**src/rtl/jt12_eg_drv_if.sv**
```systemverilog
// Register-side bus for the EG driver: parameter write handshake and key commands.
interface jt12_eg_drv_if;
  logic       wr_en;
  logic       wr_ready;
  logic [4:0] wr_slot;
  logic [2:0] wr_field;
  logic [7:0] wr_data;
  logic       kon_we;
  logic [2:0] kon_ch;
  logic [3:0] kon_op;

  modport master (
    output wr_en, wr_slot, wr_field, wr_data, kon_we, kon_ch, kon_op,
    input  wr_ready
  );

  modport slave (
    input  wr_en, wr_slot, wr_field, wr_data, kon_we, kon_ch, kon_op,
    output wr_ready
  );
endinterface

```
**src/rtl/jt12_eg_drv.sv**
```systemverilog
// EG input driver: per-slot parameter store plus 24-slot rotation that presents
// each slot's fields at the stage-I, stage-II and stage-IV pipeline positions.
module jt12_eg_drv (
  input  logic             clk,
  input  logic             rst_n,
  input  logic             clk_en,
  jt12_eg_drv_if.slave     bus,
  output logic             zero,
  output logic [4:0]       arate_I,
  output logic [4:0]       rate1_I,
  output logic [4:0]       rate2_I,
  output logic [3:0]       rrate_I,
  output logic [3:0]       sl_I,
  output logic             ssg_en_I,
  output logic [2:0]       ssg_eg_I,
  output logic             keyon_I,
  output logic [4:0]       keycode_II,
  output logic [1:0]       ks_II,
  output logic [6:0]       tl_IV,
  output logic [1:0]       ams_IV,
  output logic             amsen_IV
);
  localparam int unsigned SLOTS  = 24;
  localparam int unsigned TL_RST = 127;
  localparam int unsigned RR_RST = 15;

  logic [4:0] arate_m   [SLOTS];
  logic [4:0] rate1_m   [SLOTS];
  logic [4:0] rate2_m   [SLOTS];
  logic [3:0] rrate_m   [SLOTS];
  logic [3:0] sl_m      [SLOTS];
  logic [6:0] tl_m      [SLOTS];
  logic [1:0] ks_m      [SLOTS];
  logic [1:0] ams_m     [SLOTS];
  logic       amsen_m   [SLOTS];
  logic       ssg_en_m  [SLOTS];
  logic [2:0] ssg_eg_m  [SLOTS];
  logic [4:0] keycode_m [SLOTS];
  logic [SLOTS-1:0] keyon_m;

  logic [4:0] scnt;
  logic       pend_v;
  logic [4:0] pend_slot;
  logic [2:0] pend_field;
  logic [7:0] pend_data;
  logic       kpend_v;
  logic [2:0] kpend_ch;
  logic [3:0] kpend_op;

  logic [4:0] scnt_n, s2, s4;
  logic       kon_ok;
  logic [2:0] kon_map;

  // The registered outputs move together with scnt, so they always describe slot scnt.
  always_comb begin
    scnt_n  = (scnt == 5'(SLOTS - 1)) ? 5'd0 : scnt + 5'd1;
    s2      = (scnt_n == 5'd0) ? 5'(SLOTS - 1) : scnt_n - 5'd1;
    s4      = (scnt_n < 5'd3) ? scnt_n + 5'(SLOTS - 3) : scnt_n - 5'd3;
    kon_ok  = (bus.kon_ch[1:0] != 2'b11);
    kon_map = bus.kon_ch[2] ? bus.kon_ch - 3'd1 : bus.kon_ch;
  end

  always_ff @(posedge clk or negedge rst_n) begin
    if (!rst_n) begin
      for (int unsigned i = 0; i < SLOTS; i++) begin
        arate_m[i]   <= '0;
        rate1_m[i]   <= '0;
        rate2_m[i]   <= '0;
        rrate_m[i]   <= 4'(RR_RST);
        sl_m[i]      <= '0;
        tl_m[i]      <= 7'(TL_RST);
        ks_m[i]      <= '0;
        ams_m[i]     <= '0;
        amsen_m[i]   <= 1'b0;
        ssg_en_m[i]  <= 1'b0;
        ssg_eg_m[i]  <= '0;
        keycode_m[i] <= '0;
      end
      keyon_m      <= '0;
      scnt         <= '0;
      pend_v       <= 1'b0;
      pend_slot    <= '0;
      pend_field   <= '0;
      pend_data    <= '0;
      bus.wr_ready <= 1'b1;
      kpend_v      <= 1'b0;
      kpend_ch     <= '0;
      kpend_op     <= '0;
      zero         <= 1'b0;
      arate_I      <= '0;
      rate1_I      <= '0;
      rate2_I      <= '0;
      rrate_I      <= 4'(RR_RST);
      sl_I         <= '0;
      ssg_en_I     <= 1'b0;
      ssg_eg_I     <= '0;
      keyon_I      <= 1'b0;
      keycode_II   <= '0;
      ks_II        <= '0;
      tl_IV        <= 7'(TL_RST);
      ams_IV       <= '0;
      amsen_IV     <= 1'b0;
    end else begin
      if (bus.wr_en && bus.wr_ready) begin
        pend_v       <= 1'b1;
        pend_slot    <= bus.wr_slot;
        pend_field   <= bus.wr_field;
        pend_data    <= bus.wr_data;
        bus.wr_ready <= 1'b0;
      end

      if (clk_en) begin
        scnt       <= scnt_n;
        zero       <= (scnt_n == 5'd0);
        arate_I    <= arate_m[scnt_n];
        rate1_I    <= rate1_m[scnt_n];
        rate2_I    <= rate2_m[scnt_n];
        rrate_I    <= rrate_m[scnt_n];
        sl_I       <= sl_m[scnt_n];
        ssg_en_I   <= ssg_en_m[scnt_n];
        ssg_eg_I   <= ssg_eg_m[scnt_n];
        keyon_I    <= keyon_m[scnt_n];
        keycode_II <= keycode_m[s2];
        ks_II      <= ks_m[s2];
        tl_IV      <= tl_m[s4];
        ams_IV     <= ams_m[s4];
        amsen_IV   <= amsen_m[s4];

        // Commit lands after this edge's readout, so a same-slot read sees the old value.
        if (pend_v) begin
          pend_v       <= 1'b0;
          bus.wr_ready <= 1'b1;
          if (pend_slot < 5'(SLOTS)) begin
            case (pend_field)
              3'd0: arate_m[pend_slot] <= pend_data[4:0];
              3'd1: begin
                rate1_m[pend_slot] <= pend_data[4:0];
                amsen_m[pend_slot] <= pend_data[7];
              end
              3'd2: rate2_m[pend_slot] <= pend_data[4:0];
              3'd3: begin
                sl_m[pend_slot]    <= pend_data[7:4];
                rrate_m[pend_slot] <= pend_data[3:0];
              end
              3'd4: tl_m[pend_slot] <= pend_data[6:0];
              3'd5: begin
                ks_m[pend_slot]  <= pend_data[7:6];
                ams_m[pend_slot] <= pend_data[1:0];
              end
              3'd6: begin
                ssg_en_m[pend_slot] <= pend_data[3];
                ssg_eg_m[pend_slot] <= pend_data[2:0];
              end
              default: keycode_m[pend_slot] <= pend_data[4:0];
            endcase
          end
        end

        if (kpend_v) begin
          for (int op = 0; op < 4; op++)
            keyon_m[5'(op * 6 + 32'(kpend_ch))] <= kpend_op[op];
        end
      end

      // Latest key command wins until the next clk_en consumes it.
      if (bus.kon_we && kon_ok) begin
        kpend_v  <= 1'b1;
        kpend_ch <= kon_map;
        kpend_op <= bus.kon_op;
      end else if (clk_en) begin
        kpend_v <= 1'b0;
      end
    end
  end
endmodule
```
**src/flat_wrapper.sv**
```systemverilog
// flat-port wrapper written by rule: the top's interface ports become plain ports
module jt12_eg_drv_flat 
  (clk, rst_n, clk_en, zero, arate_I, rate1_I, rate2_I, rrate_I, sl_I, ssg_en_I, ssg_eg_I, keyon_I, keycode_II, ks_II, tl_IV, ams_IV, amsen_IV, bus_wr_en, bus_wr_slot, bus_wr_field, bus_wr_data, bus_kon_we, bus_kon_ch, bus_kon_op, bus_wr_ready);
  jt12_eg_drv_if bus_i ();
  input  logic clk;
  input  logic rst_n;
  input  logic clk_en;
  output logic zero;
  output logic [4:0] arate_I;
  output logic [4:0] rate1_I;
  output logic [4:0] rate2_I;
  output logic [3:0] rrate_I;
  output logic [3:0] sl_I;
  output logic ssg_en_I;
  output logic [2:0] ssg_eg_I;
  output logic keyon_I;
  output logic [4:0] keycode_II;
  output logic [1:0] ks_II;
  output logic [6:0] tl_IV;
  output logic [1:0] ams_IV;
  output logic amsen_IV;
  input wire logic [$bits(bus_i.wr_en)-1:0] bus_wr_en;
  input wire logic [$bits(bus_i.wr_slot)-1:0] bus_wr_slot;
  input wire logic [$bits(bus_i.wr_field)-1:0] bus_wr_field;
  input wire logic [$bits(bus_i.wr_data)-1:0] bus_wr_data;
  input wire logic [$bits(bus_i.kon_we)-1:0] bus_kon_we;
  input wire logic [$bits(bus_i.kon_ch)-1:0] bus_kon_ch;
  input wire logic [$bits(bus_i.kon_op)-1:0] bus_kon_op;
  output wire logic [$bits(bus_i.wr_ready)-1:0] bus_wr_ready;
  assign bus_i.wr_en = bus_wr_en;
  assign bus_i.wr_slot = bus_wr_slot;
  assign bus_i.wr_field = bus_wr_field;
  assign bus_i.wr_data = bus_wr_data;
  assign bus_i.kon_we = bus_kon_we;
  assign bus_i.kon_ch = bus_kon_ch;
  assign bus_i.kon_op = bus_kon_op;
  assign bus_wr_ready = bus_i.wr_ready;
  jt12_eg_drv u_core (.clk(clk), .rst_n(rst_n), .clk_en(clk_en), .bus(bus_i), .zero(zero), .arate_I(arate_I), .rate1_I(rate1_I), .rate2_I(rate2_I), .rrate_I(rrate_I), .sl_I(sl_I), .ssg_en_I(ssg_en_I), .ssg_eg_I(ssg_eg_I), .keyon_I(keyon_I), .keycode_II(keycode_II), .ks_II(ks_II), .tl_IV(tl_IV), .ams_IV(ams_IV), .amsen_IV(amsen_IV));
endmodule
```
**config.mk**
```make
export PLATFORM = sky130hd
export DESIGN_NAME = jt12_eg_drv_flat
export DESIGN_NICKNAME = d
export VERILOG_FILES = /design/src/rtl/jt12_eg_drv_if.sv /design/src/rtl/jt12_eg_drv.sv /design/src/flat_wrapper.sv
export SDC_FILE = /design/constraint.sdc
export NUM_CORES = 2
export LEC_CHECK = 0
export BUFFER_PORTS_ARGS = -buffer_cell sky130_fd_sc_hd__buf_2
export CAP_MARGIN = 15
export CORE_MARGIN = 4
export CORE_UTILIZATION = 45
export CTS_CLUSTER_SIZE = 24
export DETAILED_ROUTE_END_ITERATION = 6
export SLEW_MARGIN = 20
export SYNTH_ARGS = -nofsm -noshare
export SYNTH_HDL_FRONTEND = slang
export SYNTH_SLANG_ARGS = --single-unit
```
**constraint.sdc**
```tcl
create_clock -name clk -period 8.8 [get_ports clk]
set_input_delay 2.2 -clock clk [delete_from_list [all_inputs] [get_ports clk]]
set_output_delay 2.2 -clock clk [all_outputs]
set_load 0.005 [all_outputs]
```
Yosys cells after proc, flatten, opt, wreduce, memory -nomap -nowiden
Index checks and enable logic that the tools add are counted.

Word-level logic and storage cells: 455. Flip-flop bits (word level): 1157. Output and inout port bits: 47. Input port bits: 28.

Eq/ne operators: 8. Order comparisons: 16. Reduce and logical (&&, ||, !) cells: 20. Bitwise operators: 5. $add $sub $neg: 8. Muxes and demuxes: 86.

Operator list (count): 120-bit bitwise mux (4); 96-bit bitwise mux (2); 168-bit bitwise mux (1); 24-bit bitwise mux (6); 5-bit binary-select mux with 5-bit select (4); 48-bit bitwise mux (2); 72-bit bitwise mux (1); 5-bit 2-to-1 mux (12); 4-bit binary-select mux with 5-bit select (2); 7-bit binary-select mux with 5-bit select (1); 7-bit demux with 5-bit select (1); 4-bit AND reduction (8); 5-bit demux with 5-bit select (1); 6-bit greater-or-equal comparator (second input constant) (4); 5-bit by 6-bit less-than comparator with 1-bit output (second input constant) (4); 5-bit inverter with 6-bit output (4); 7-bit 2-to-1 mux (3); 2-bit binary-select mux with 5-bit select (2); 1-bit demux with 5-bit select (4); 4-bit demux with 5-bit select (1); 4-bit 2-to-1 mux (5); 1-bit 2-to-1 mux (18); 1-bit binary-select mux with 5-bit select (3); 3-bit binary-select mux with 5-bit select (1); 31 further kinds (49).

Logic depth before layout (Yosys ltp)
Depth in word-level cells: 8. Depth in mapped cells: 12. Gate-level depth less buffers: 8.

Worst setup path before layout
Ideal clock, no wire load.

Path type: in2reg. Start point: input clk_en. End point: register u_core.sl_m[44] (netlist name). Path slack: 5134 ps. Buffers on the path: 1. Required time: 8675 ps. Arrival time: 3541 ps. Cell stages on the path: 5. Cells stage by stage: and3_1 > nand3_1 > clkbuf_1 > nor2_1 > mux2_2.

Word-level cells in the longest chain between the ends: 1.

Ends and longest elaborated chain: from (decl) (line flat_wrapper.sv:7) `input logic clk_en;`; 4-bit AND reduction (no line); to (signal, indexed assignment) (line jt12_eg_drv.sv:142) `sl_m[pend_slot] <= pend_data[7:4];`; to (decl) (line jt12_eg_drv.sv:31) `logic [3:0] sl_m [SLOTS];`.

Every way passes these cells. A chain may end at the register's enable or synchronous reset.

Final worst setup path
Start point: register u_core.scnt[1]. End point: register u_core.tl_IV[1].

Word-level cells in the longest chain between the ends: 8.

Ends and longest elaborated chain: from (decl) (line jt12_eg_drv.sv:41) `logic [4:0] scnt;`; from (signal assigned) (line jt12_eg_drv.sv:113) `scnt <= scnt_n;`; 5-bit by 1-bit adder with 5-bit output or 5-bit equality test (tied branches) (line jt12_eg_drv.sv:56) `scnt_n = (scnt == 5'(SLOTS - 1)) ? 5'd0 : scnt + 5'd1;`; 5-bit 2-to-1 mux * (line jt12_eg_drv.sv:56); 5-bit by 2-bit subtractor with 5-bit output, or another cell as far along (line jt12_eg_drv.sv:58) `s4 = (scnt_n < 5'd3) ? scnt_n + 5'(SLOTS - 3) : scnt_n - 5'd3;`; 5-bit 2-to-1 mux * (line jt12_eg_drv.sv:58); 5-bit inverter with 6-bit output (implied by the code) * (line jt12_eg_drv.sv:125) `tl_IV <= tl_m[s4];`; 7-bit binary-select mux with 5-bit select * (line jt12_eg_drv.sv:125); 7-bit 2-to-1 mux (implied by the code) * (2 in series) (line jt12_eg_drv.sv:125); to (signal assigned) (line jt12_eg_drv.sv:100) `tl_IV <= 7'(TL_RST);`; to (signal assigned) (line jt12_eg_drv.sv:125); to (decl) (line jt12_eg_drv.sv:19) `output logic [6:0] tl_IV,`.

Every way passes the cells marked *; elsewhere a longest branch is shown, timed or not. The select of a mux whose other input is x is not followed.

==> metrics.txt <==
# TYPE chip_impl_metric gauge
chip_impl_info{name="status",value="completed"} 1
chip_impl_metric{name="remaining_drc_errors",unit=""} 0
chip_impl_metric{name="power_density",unit="nW/um^2"} 265
chip_impl_metric{name="max_freq",unit="GHz"} 0.212
chip_impl_metric{name="yosysWarningCount",unit=""} 0
chip_impl_metric{name="clk_latency",unit="ns"} 0.73
chip_impl_metric{name="core_area",unit="um^2"} 118000
chip_impl_metric{name="distinct_cell_type_count_of_the_synthesized_netlist",unit=""} 77
chip_impl_metric{name="ys_seq_area_share",unit="%"} 54.7
chip_impl_metric{name="fp-row-count",unit=""} 126
chip_impl_info{name="post_synth_main_area_contributors",value="sky130_fd_sc_hd__dfrtp_1, sky130_fd_sc_hd__mux2_2, sky130_fd_sc_hd__dfstp_2, sky130_fd_sc_hd__mux4_2, sky130_fd_sc_hd__nand2_1"} 1
chip_impl_metric{name="global_route_wire_length_before_repair",unit="mm"} 220
chip_impl_metric{name="avgSynthCellArea",unit="um^2"} 14.5
chip_impl_metric{name="postRouteWirelength",unit="mm"} 144
chip_impl_metric{name="grt_overflow",unit=""} 0
chip_impl_metric{name="num_vias",unit=""} 31959
chip_impl_info{name="worstSetupPathType",value="flip-flop to flip-flop"} 1
chip_impl_metric{name="cts.repair.resized",unit=""} 0
chip_impl_metric{name="rel_slew_slack",unit="%"} 26.7
chip_impl_metric{name="final_count_of_hold_timing_violations",unit=""} 0
chip_impl_metric{name="first_pass_iters",unit=""} 5
chip_impl_metric{name="final_net_count",unit=""} 3725
chip_impl_metric{name="timing.critical_path.arrival",unit="ns"} 5.35
chip_impl_metric{name="cts.path.max_buffers",unit=""} 3
chip_impl_metric{name="final_min_period_over_clock_period",unit="%"} 53.5
chip_impl_metric{name="initial_utilization",unit="%"} 45.4
chip_impl_metric{name="cts_buffers",unit=""} 130
chip_impl_metric{name="max-vdd-ir-drop",unit="V"} 0.000255
chip_impl_info{name="final_cell_mix",value="sky130_fd_sc_hd__mux2_2, sky130_fd_sc_hd__dfrtp_1, sky130_fd_sc_hd__dfstp_2"} 1
chip_impl_metric{name="viasPerCell",unit=""} 6.00
chip_impl_metric{name="io_pins",unit=""} 75
chip_impl_metric{name="via_count_of_the_first_global_routing_pass",unit=""} 32880
chip_impl_metric{name="cts.htree.levels",unit=""} 4
chip_impl_info{name="cts_tree",value="yes"} 1
chip_impl_metric{name="cts_num_sinks",unit=""} 1157
chip_impl_metric{name="post_synthesis_sequential_element_count",unit=""} 1157
chip_impl_metric{name="layout-drive-gt1-share",unit="%"} 52.4
chip_impl_metric{name="die_width",unit="um"} 353
chip_impl_metric{name="worstMarginPinSlew",unit="ns"} 1.10
chip_impl_metric{name="detail-route-antenna-nets",unit=""} 0
chip_impl_metric{name="syn_to_final_growth",unit="%"} 11.2
chip_impl_metric{name="post_place_cell_area",unit="um^2"} 55400
chip_impl_info{name="cp-start-kind",value="flip-flop"} 1
chip_impl_metric{name="final_max_slew_viol_count",unit=""} 0
chip_impl_metric{name="post_drt_wl_per_cell",unit="um"} 27.0
chip_impl_metric{name="dp_hpwl",unit="mm"} 91.3
chip_impl_info{name="layout_commonest_cell",value="sky130_fd_sc_hd__mux2_2"} 1
chip_impl_metric{name="final_clock_skew",unit="ns"} 0.0380
chip_impl_info{name="grt_setup_unrepaired",value="no"} 1
chip_impl_metric{name="path_clk_slew",unit="ns"} 0.06
chip_impl_metric{name="netlist.area_leader.share",unit="%"} 41.1
chip_impl_metric{name="tns",unit="ns"} 0
chip_impl_info{name="synth_flop_cell",value="sky130_fd_sc_hd__dfrtp_1"} 1
chip_impl_metric{name="async_flop_share",unit="%"} 100
chip_impl_info{name="crit_path_end_kind",value="flip-flop"} 1
chip_impl_metric{name="design.die.area",unit="um^2"} 125000
chip_impl_metric{name="placed_cells",unit=""} 5091
chip_impl_info{name="hold_path_class",value="flip-flop to flip-flop"} 1
chip_impl_metric{name="die_height",unit="um"} 353
chip_impl_metric{name="syn-cell-area",unit="um^2"} 53600
chip_impl_metric{name="critPathMaxFanout",unit=""} 63
chip_impl_metric{name="power_leakage",unit="nW"} 27.0
chip_impl_metric{name="synth_edf_count",unit=""} 0
chip_impl_metric{name="cp.required",unit="ns"} 9.43
chip_impl_metric{name="syn-instance-count",unit=""} 3690
chip_impl_metric{name="antenna_found_initial",unit=""} 6
chip_impl_metric{name="postSynthNetCount",unit=""} 3728
chip_impl_metric{name="post-cts-setup-buffer-count",unit=""} 0
chip_impl_metric{name="stdcell_count",unit=""} 5324
chip_impl_info{name="synth_top_area_cell",value="sky130_fd_sc_hd__dfrtp_1"} 1
chip_impl_info{name="cts.root.buffer_cell",value="sky130_fd_sc_hd__clkbuf_16"} 1
chip_impl_metric{name="grt_start_max_net_pins",unit=""} 154
chip_impl_metric{name="fin_area",unit="um^2"} 59600
chip_impl_metric{name="cts_hold_fix_bufs",unit=""} 0
chip_impl_metric{name="final-setup-viol-count",unit=""} 0
chip_impl_metric{name="io_buffers",unit=""} 74
chip_impl_metric{name="drt_iter0_drc",unit=""} 2392
chip_impl_metric{name="gr-usage-all-layers",unit="%"} 23.1
chip_impl_metric{name="globalplace.congestion",unit=""} 0.788
chip_impl_metric{name="fin_crit",unit="ns"} 4.71
chip_impl_metric{name="cap_violations",unit=""} 0
==> cells in the mapped netlist (all sizes together) (8+ instances only) <==
master / n
nor2b: 8
a31oi: 13
dfrtp: 881
nor3: 18
buf: 77
o21bai: 16
dfstp: 276
o211ai: 12
a211o: 12
ha: 10
nand2b: 8
or3: 13
nor2: 200
a32oi: 8
o21ai: 42
mux4: 240
mux2: 1101
a22oi: 52
mux2i: 53
a21oi: 73
a221oi: 22
nand3: 35
clkbuf: 189
nand2: 208
==> registers in the layout, summed over array words and instances, names as in the netlist, 7 cells and up <==
register / cells
u_core.amsen_m: 24
u_core.sl_m: 96
u_core.ssg_eg_m: 72
u_core.keyon_m: 24
u_core.rate2_m: 120
u_core.ams_m: 48
u_core.rate1_m: 120
u_core.tl_m: 168
u_core.ks_m: 48
u_core.tl_IV: 7
u_core.rrate_m: 96
u_core.arate_m: 120
u_core.pend_data: 8
u_core.ssg_en_m: 24
u_core.keycode_m: 120
==> critical path, cell delays in order (launching register included) <==
cell and delay, ns:
sky130_fd_sc_hd__dfrtp_1 0.55, sky130_fd_sc_hd__ha_1 0.85, sky130_fd_sc_hd__nand4b_4 0.39, sky130_fd_sc_hd__nand2_4 0.64, sky130_fd_sc_hd__buf_4 0.95, sky130_fd_sc_hd__mux4_2 0.45, sky130_fd_sc_hd__mux2i_1 0.40, sky130_fd_sc_hd__nor3_1 0.10
sky130_fd_sc_hd__a211o_1 0.26
==> cell type report <==
class | instances | area [um^2]
sequential | 1157 | 29300
tap | 1536 | 1920
inverter | 11 | 41.3
fill | 10042 | 58500
clock buffer | 192 | 3830
antenna | 3 | 7.51
clock inverter | 38 | 394
timing repair buffer | 131 | 918
multi-input combinational | 2256 | 23200
==> metal layers <==
| metal | part of all wire, % | track usage [%] |
|---|---|---|
| met5 | 0 | 0 |
| met4 | 2.1 | 5.59 |
| met3 | 5.8 | 4.40 |
| met2 | 45 | 35.0 |
| met1 | 47 | 34.7 |
==> power breakdown <==
part           switching [mW]  leakage (nW)  internal (mW)
logic                    3.01          9.91           1.27
clock network            2.19          2.10           3.21
registers               0.443          15.0           5.65
total                    5.64          27.0           10.1
==> logic make-up after synthesis <==
family                     Yosys count  synth area share, %
AOI/OAI and AO/OA                  316                 4.17
buffers and inverters              277                 2.26
and+or+nand+nor                    528                 4.27
DFF                               1157                 54.7
xor gates and xnor gates             8                0.194
muxes                             1394                 34.2
adders and majority gates           10                0.233
==> path summary, 6_finish.rpt <==
path	depth (start not counted)	to	startpoint	slack [ns]
min	1	u_core.rate1_m[58]	u_core.rate1_m[58]	0.50
max in group asynchronous	3	u_core.tl_m[73]	rst_n	5.45
max reg2reg	8	u_core.tl_IV[1]	u_core.scnt[1]	4.09
min reg2reg	1	u_core.rate1_m[58]	u_core.rate1_m[58]	0.50
max	8	u_core.tl_IV[1]	u_core.scnt[1]	4.09
min in group asynchronous	1	u_core.rate2_m[1]	rst_n	1.53
==> metrics by stage <==
stage	hold WS (ns)	power, mW	worst slack [ns]	util, %
global placement	0.470	10.4	3.65	46.9
detailed placement	0.483	10.5	4.12	46.9
global route	0.505	16.4	3.94	50.5
CTS	0.497	15.9	4.17	50.5
floorplan	0.444	8.71	5.13	-
finish	0.496	15.8	4.09	50.5
No activity file was read; power rests on OpenSTA's default activity.
